**src/rtl/xor_nn_pkg.sv**
```systemverilog
// Shared constants, FSM state encoding and widths for the XOR network BIST.
package xor_nn_pkg;
  localparam int PAT_W = 3;
  localparam int Q_W   = 16;

  localparam logic signed [Q_W-1:0] ZERO       = 16'sh0000;
  localparam logic signed [Q_W-1:0] ONE        = 16'sh0100;
  localparam logic signed [Q_W-1:0] THRESH_DEF = 16'sh0080;

  typedef enum logic [2:0] {
    S_IDLE,
    S_APPLY,
    S_WAIT,
    S_CHECK,
    S_DONE
  } state_e;
endpackage

```
**src/rtl/xor_nn_bist_check.sv**
```systemverilog
// Decodes the Q8.8 network output against the threshold and compares it with
// the XOR of the current input pattern.
module xor_nn_bist_check
  import xor_nn_pkg::*;
#(
  parameter logic signed [Q_W-1:0] THRESH = THRESH_DEF
) (
  input  logic [PAT_W-1:0]        pattern,
  input  logic signed [Q_W-1:0]   result,
  output logic                    mismatch
);
  logic decoded;
  logic expected;

  // Both operands signed, so negative outputs decode as 0.
  assign decoded  = (result > THRESH);
  assign expected = ^pattern;
  assign mismatch = decoded ^ expected;
endmodule

```
**src/rtl/xor_nn_bist.sv**
```systemverilog
// Built-in self test for a 3-input XOR neural network: walks all 8 input
// patterns, lets the output settle, and records failing patterns.
// Optional raw-result capture buffer enabled by XOR_BIST_CAPTURE_EN.
module xor_nn_bist
  import xor_nn_pkg::*;
#(
  parameter int                    SETTLE_CYCLES = 2,
  parameter logic signed [Q_W-1:0] THRESH        = THRESH_DEF
) (
  input  logic                  clk,
  input  logic                  rst,
  input  logic                  start,
  output logic signed [Q_W-1:0] a,
  output logic signed [Q_W-1:0] b,
  output logic signed [Q_W-1:0] c,
  input  logic signed [Q_W-1:0] result,
  output logic                  busy,
  output logic                  done,
  output logic                  pass,
  output logic [7:0]            fail_mask,
`ifdef XOR_BIST_CAPTURE_EN
  input  logic [PAT_W-1:0]      cap_addr,
  output logic signed [Q_W-1:0] cap_data,
`endif
  output logic [3:0]            fail_count
);
  state_e                state_q, state_d;
  logic [PAT_W-1:0]      pat_q, pat_d;
  logic [3:0]            cnt_q, cnt_d;
  logic signed [Q_W-1:0] a_q, a_d, b_q, b_d, c_q, c_d;
  logic [7:0]            mask_q, mask_d;
  logic [3:0]            fcnt_q, fcnt_d;
  logic                  mismatch;

  xor_nn_bist_check #(.THRESH(THRESH)) u_check (
    .pattern  (pat_q),
    .result   (result),
    .mismatch (mismatch)
  );

  always_ff @(posedge clk) begin
    if (rst) begin
      state_q <= S_IDLE;
      pat_q   <= '0;
      cnt_q   <= '0;
      a_q     <= ZERO;
      b_q     <= ZERO;
      c_q     <= ZERO;
      mask_q  <= '0;
      fcnt_q  <= '0;
    end else begin
      state_q <= state_d;
      pat_q   <= pat_d;
      cnt_q   <= cnt_d;
      a_q     <= a_d;
      b_q     <= b_d;
      c_q     <= c_d;
      mask_q  <= mask_d;
      fcnt_q  <= fcnt_d;
    end
  end

  always_comb begin
    state_d = state_q;
    pat_d   = pat_q;
    cnt_d   = cnt_q;
    a_d     = a_q;
    b_d     = b_q;
    c_d     = c_q;
    mask_d  = mask_q;
    fcnt_d  = fcnt_q;
    unique case (state_q)
      S_IDLE, S_DONE: begin
        if (start) begin
          state_d = S_APPLY;
          pat_d   = '0;
          mask_d  = '0;
          fcnt_d  = '0;
        end
      end
      S_APPLY: begin
        a_d     = pat_q[2] ? ONE : ZERO;
        b_d     = pat_q[1] ? ONE : ZERO;
        c_d     = pat_q[0] ? ONE : ZERO;
        cnt_d   = 4'(SETTLE_CYCLES - 1);
        state_d = S_WAIT;
      end
      S_WAIT: begin
        if (cnt_q == 4'd0) state_d = S_CHECK;
        else               cnt_d   = cnt_q - 4'd1;
      end
      S_CHECK: begin
        if (mismatch) begin
          mask_d[pat_q] = 1'b1;
          fcnt_d        = fcnt_q + 4'd1;
        end
        if (pat_q == 3'd7) begin
          state_d = S_DONE;
        end else begin
          pat_d   = pat_q + 3'd1;
          state_d = S_APPLY;
        end
      end
      default: state_d = S_IDLE;
    endcase
  end

  assign a          = a_q;
  assign b          = b_q;
  assign c          = c_q;
  assign busy       = (state_q == S_APPLY) || (state_q == S_WAIT) || (state_q == S_CHECK);
  assign done       = (state_q == S_DONE);
  assign pass       = done && (mask_q == 8'h00);
  assign fail_mask  = mask_q;
  assign fail_count = fcnt_q;

`ifdef XOR_BIST_CAPTURE_EN
  logic signed [Q_W-1:0] cap_mem_q [8];
  logic signed [Q_W-1:0] cap_data_q;

  // Raw network output per pattern, sampled on the same cycle it is judged.
  always_ff @(posedge clk) begin
    if (rst) begin
      for (int i = 0; i < 8; i++) cap_mem_q[i] <= ZERO;
      cap_data_q <= ZERO;
    end else begin
      if (state_q == S_CHECK) cap_mem_q[pat_q] <= result;
      cap_data_q <= cap_mem_q[cap_addr];
    end
  end

  assign cap_data = cap_data_q;
`endif
endmodule
```
**config.mk**
```make
export PLATFORM = sky130hd
export DESIGN_NAME = xor_nn_bist
export DESIGN_NICKNAME = d
export VERILOG_FILES = /design/src/rtl/xor_nn_pkg.sv /design/src/rtl/xor_nn_bist_check.sv /design/src/rtl/xor_nn_bist.sv
export SDC_FILE = /design/constraint.sdc
export NUM_CORES = 1
export LEC_CHECK = 0
export ABC_AREA = 1
export CORE_ASPECT_RATIO = 1.2
export CORE_MARGIN = 8
export CORE_UTILIZATION = 30
export CTS_CLUSTER_DIAMETER = 200
export DETAILED_ROUTE_END_ITERATION = 6
export GPL_TIMING_DRIVEN = 0
export SETUP_SLACK_MARGIN = 0.1
export SYNTH_ARGS = -nofsm -noshare
export SYNTH_HDL_FRONTEND = slang
export SYNTH_SLANG_ARGS = --single-unit
export TNS_END_PERCENT = 1
```
**constraint.sdc**
```tcl
create_clock -name clk -period 3.8 [get_ports clk]
set_input_delay 0.76 -clock clk [delete_from_list [all_inputs] [get_ports clk]]
set_output_delay 0.76 -clock clk [all_outputs]
set_load 0.02 [all_outputs]
```
==> impl_metrics.yaml <==
final_layout:
  area_growth_pct: 37.1
  regArea_um2: 500
  n_antenna_cell: 0
  fin_nets: 333
  fillers: 576
  final_cells: 373
  drive_gt1_frac: 0.252
  multiInputGateArea_um2: 918
pwr:
  clkPwrFrac: 0.166
  power.leakage_nw: 1.09
  ir_drop_uv: 230
  combPwrFrac: 0.476
  swShare: 0.413
  power_frac_seq: 0.358
  power_density_mw_per_mm2: 409
  p_switching_mw: 0.401
  p_int_mw: 0.569
critical_path:
  cp_cell_sequence: "nor2_1, inv_2, nor4_1, clkdlybuf4s50_1"
  cpLargestDelayFamily: "buffers and inverters"
  crit_slowest_cell: "clkdlybuf4s50_1"
  required_ns: 3.04
  crit_arrival_ns: 1.98
  start_kind: "flip-flop"
  critical_path_buf_inv_count: 2
  critical_path.max_stage_delay_ns: 0.67
  path_class: "flip-flop to primary output"
  endpoint_kind: "primary output"
  crit_fanout: 5
yosys:
  synth_xor_area_frac: 0.0152
  synth-compound-area-share: 0.122
  yosysUniqueCellTypes: 32
  postSynthAreaPerCell_um2: 7.66
  synthMuxAreaShare: 0
  yosys.area_share.simple: 0.267
  synth_warnings: 0
  synth_top_family_by_area: "buffers and inverters"
  synth.ff_latch_count: 25
  synthFlopType: "dfxtp_1"
  syn_inst: 226
  synth_area_mm2: 0.00173
  async_flop_share: 0
  synth_seq_area_share: 0.289
  synthAdderAreaFrac: 0.0289
  synth_edf_count: 0
floorplan:
  initial_utilization: 0.307
  core_mm2: 0.00563
  ios: 82
  dieArea_mm2: 0.00846
  row_count: 30
  die_x_um: 85.3
  die_height_um: 99.2
timing:
  fmax_ghz: 0.365
  report.final.slew_viol_count: 0
  rsz0062_at_grt: "false"
  finalWorstPathRequiredPeriod_ns: 2.74
  worstMarginPinSlew_ns: 0.542
  fin_skew_ns: 0.00524
  finalHoldViolCount: 0
  setup_tns_ns: 0
  finalSetupViolations: 0
  fin_crit_sh: 0.720
  slew_headroom: 0.636
route:
  post-route-drc-count: 0
  dr.pass1.iters: 3
  drt_iter0_markers: 30
  wl_um: 3920
  drt-vias-per-instance: 3.97
  vias: 1479
  post_drt_wl_per_cell_um: 10.5
  antenna_left: 0
clock_tree:
  h-tree-depth: 1
  cts.sinks: 25
  cts-root-buf: "clkbuf_8"
  cts_resized: 0
  cts-buffers-inserted: 3
  postCtsSetupRepairBufs: 0
  hold_buffers: 0
  cts_tree: "yes"
  path_clk_slew_ns: 0.09
  worst_skew_pair.late_latency_ns: 0.27
  clock_path_buffers: 2
place:
  io_buffer_count: 35
  dpl.hpwl_um: 3280
  dp.cells: 369
  place_congestion: 0.703
global_route:
  grt_pass1_wl_um: 6470
  grt_overflow: 0
  grt_max_degree: 15
  track_usage: 0.0909
  grt_pass1_vias: 1452
  antenna_found_initial: 0
hold_path:
  hold_class: "flip-flop to flip-flop"
outcome:
  status: "complete, no violations"
flow_run:
  cap_violations: 0
per-stage QoR:
stage	setup WS, ns	util	power (mW)	hold slack, ns	instance area, µm²
after floorplan	1.71	-	0.699	0.464	1900
after global placement	1.42	0.413	0.809	0.470	2330
after detailed placement	1.42	0.413	0.814	0.470	2330
after CTS	1.07	0.421	0.978	0.487	2370
after global routing	1.00	0.421	1.05	0.504	2370
final	1.06	0.421	0.969	0.479	2370
area by class of cell:
class,count,area share
clock buffer,3,0.0174
sequential,25,0.211
timing repair buffer,35,0.148
multi-input combinational,171,0.387
inverter,26,0.0422
tap,64,0.0338
buffer,48,0.159
clock inverter,1,0.00211
power groups by stage:
stage / Clock (mW) / Combinational [mW] / Sequential (mW)
finish: 0.161 / 0.462 / 0.347
floorplan: 0 / 0.336 / 0.362
detailed placement: 0 / 0.462 / 0.352
CTS: 0.168 / 0.464 / 0.346
global placement: 0 / 0.458 / 0.351
global route: 0.179 / 0.514 / 0.354
cells by family after synthesis:
logic type	count (synthesis)
adder cells (fa/ha/maj)	4
AND/OR/NAND/NOR	83
other	1
AO/OA/AOI/OAI	36
XOR/XNOR	3
buffers and inverters	74
flip-flops	25
per-layer routing:
layer  vias up  global-route usage  routed length [µm]
met5         -                   0                   0
met4         0              0.0243                  36
met3         5              0.0429                 433
met2        51               0.166                1850
met1       610              0.0898                1610
li1        813                   -                   -
synthesized netlist by cell type, types with 2 or more instances:
library cell | n | area (µm²)
xnor2_1 | 2 | 17.5
nand3_1 | 6 | 30.0
o21ai_0 | 5 | 25.0
nand2_1 | 19 | 71.3
nand2_2 | 4 | 25.0
buf_4 | 46 | 345
dfxtp_1 | 25 | 500
nand4_1 | 3 | 18.8
nor3_1 | 13 | 65.1
a211oi_1 | 3 | 22.5
nor2_1 | 20 | 75.1
o21ai_1 | 3 | 15.0
inv_1 | 20 | 75.1
a21oi_2 | 2 | 17.5
ha_1 | 4 | 50.1
a21oi_1 | 21 | 105
and3_1 | 2 | 12.5
nand3_2 | 11 | 110
inv_2 | 4 | 15.0
registers in the layout (all words and copies together), names as in the netlist:
name and flops:
fail_mask 8, cnt_q 4, fail_count 4, pat_q 3, state_q 3, a 1, b 1, c 1
path summary, 6_finish.rpt:
| check | startpoint | end | slack (ns) | depth (start not counted) |
|---|---|---|---|---|
| setup / recovery | state_q[1] | pass | 1.06 | 4 |
| hold / removal | fail_mask[2] | fail_mask[2] | 0.48 | 2 |
| setup reg to reg | pat_q[0] | fail_mask[3] | 2.16 | 8 |
| hold reg to reg | fail_mask[2] | fail_mask[2] | 0.48 | 2 |
tightest hold or removal path, stage by stage (launching register included):
cell and delay [ns]:
dfxtp_1 0.32, inv_1 0.06, a21oi_1 0.06
placed cells by master, fill, tap and decap left out, drive strengths merged:
master / synthesis / layout
a211oi: 3 / 3
a21oi: 23 / 23
and3: 2 / 2
buf: 48 / 48
clkbuf: 0 / 3
clkdlybuf4s50: 0 / 35
clkinv: 1 / 2
conb: 1 / 45
dfxtp: 25 / 25
ha: 4 / 4
inv: 25 / 25
nand2: 24 / 24
nand3: 17 / 17
nand4: 3 / 3
nor2: 21 / 21
nor2b: 1 / 1
nor3: 14 / 14
nor4: 1 / 1
o211a: 1 / 1
o21ai: 9 / 9
xnor2: 2 / 2
xor2: 1 / 1
Note: power is estimated with default switching activity, not from simulation.
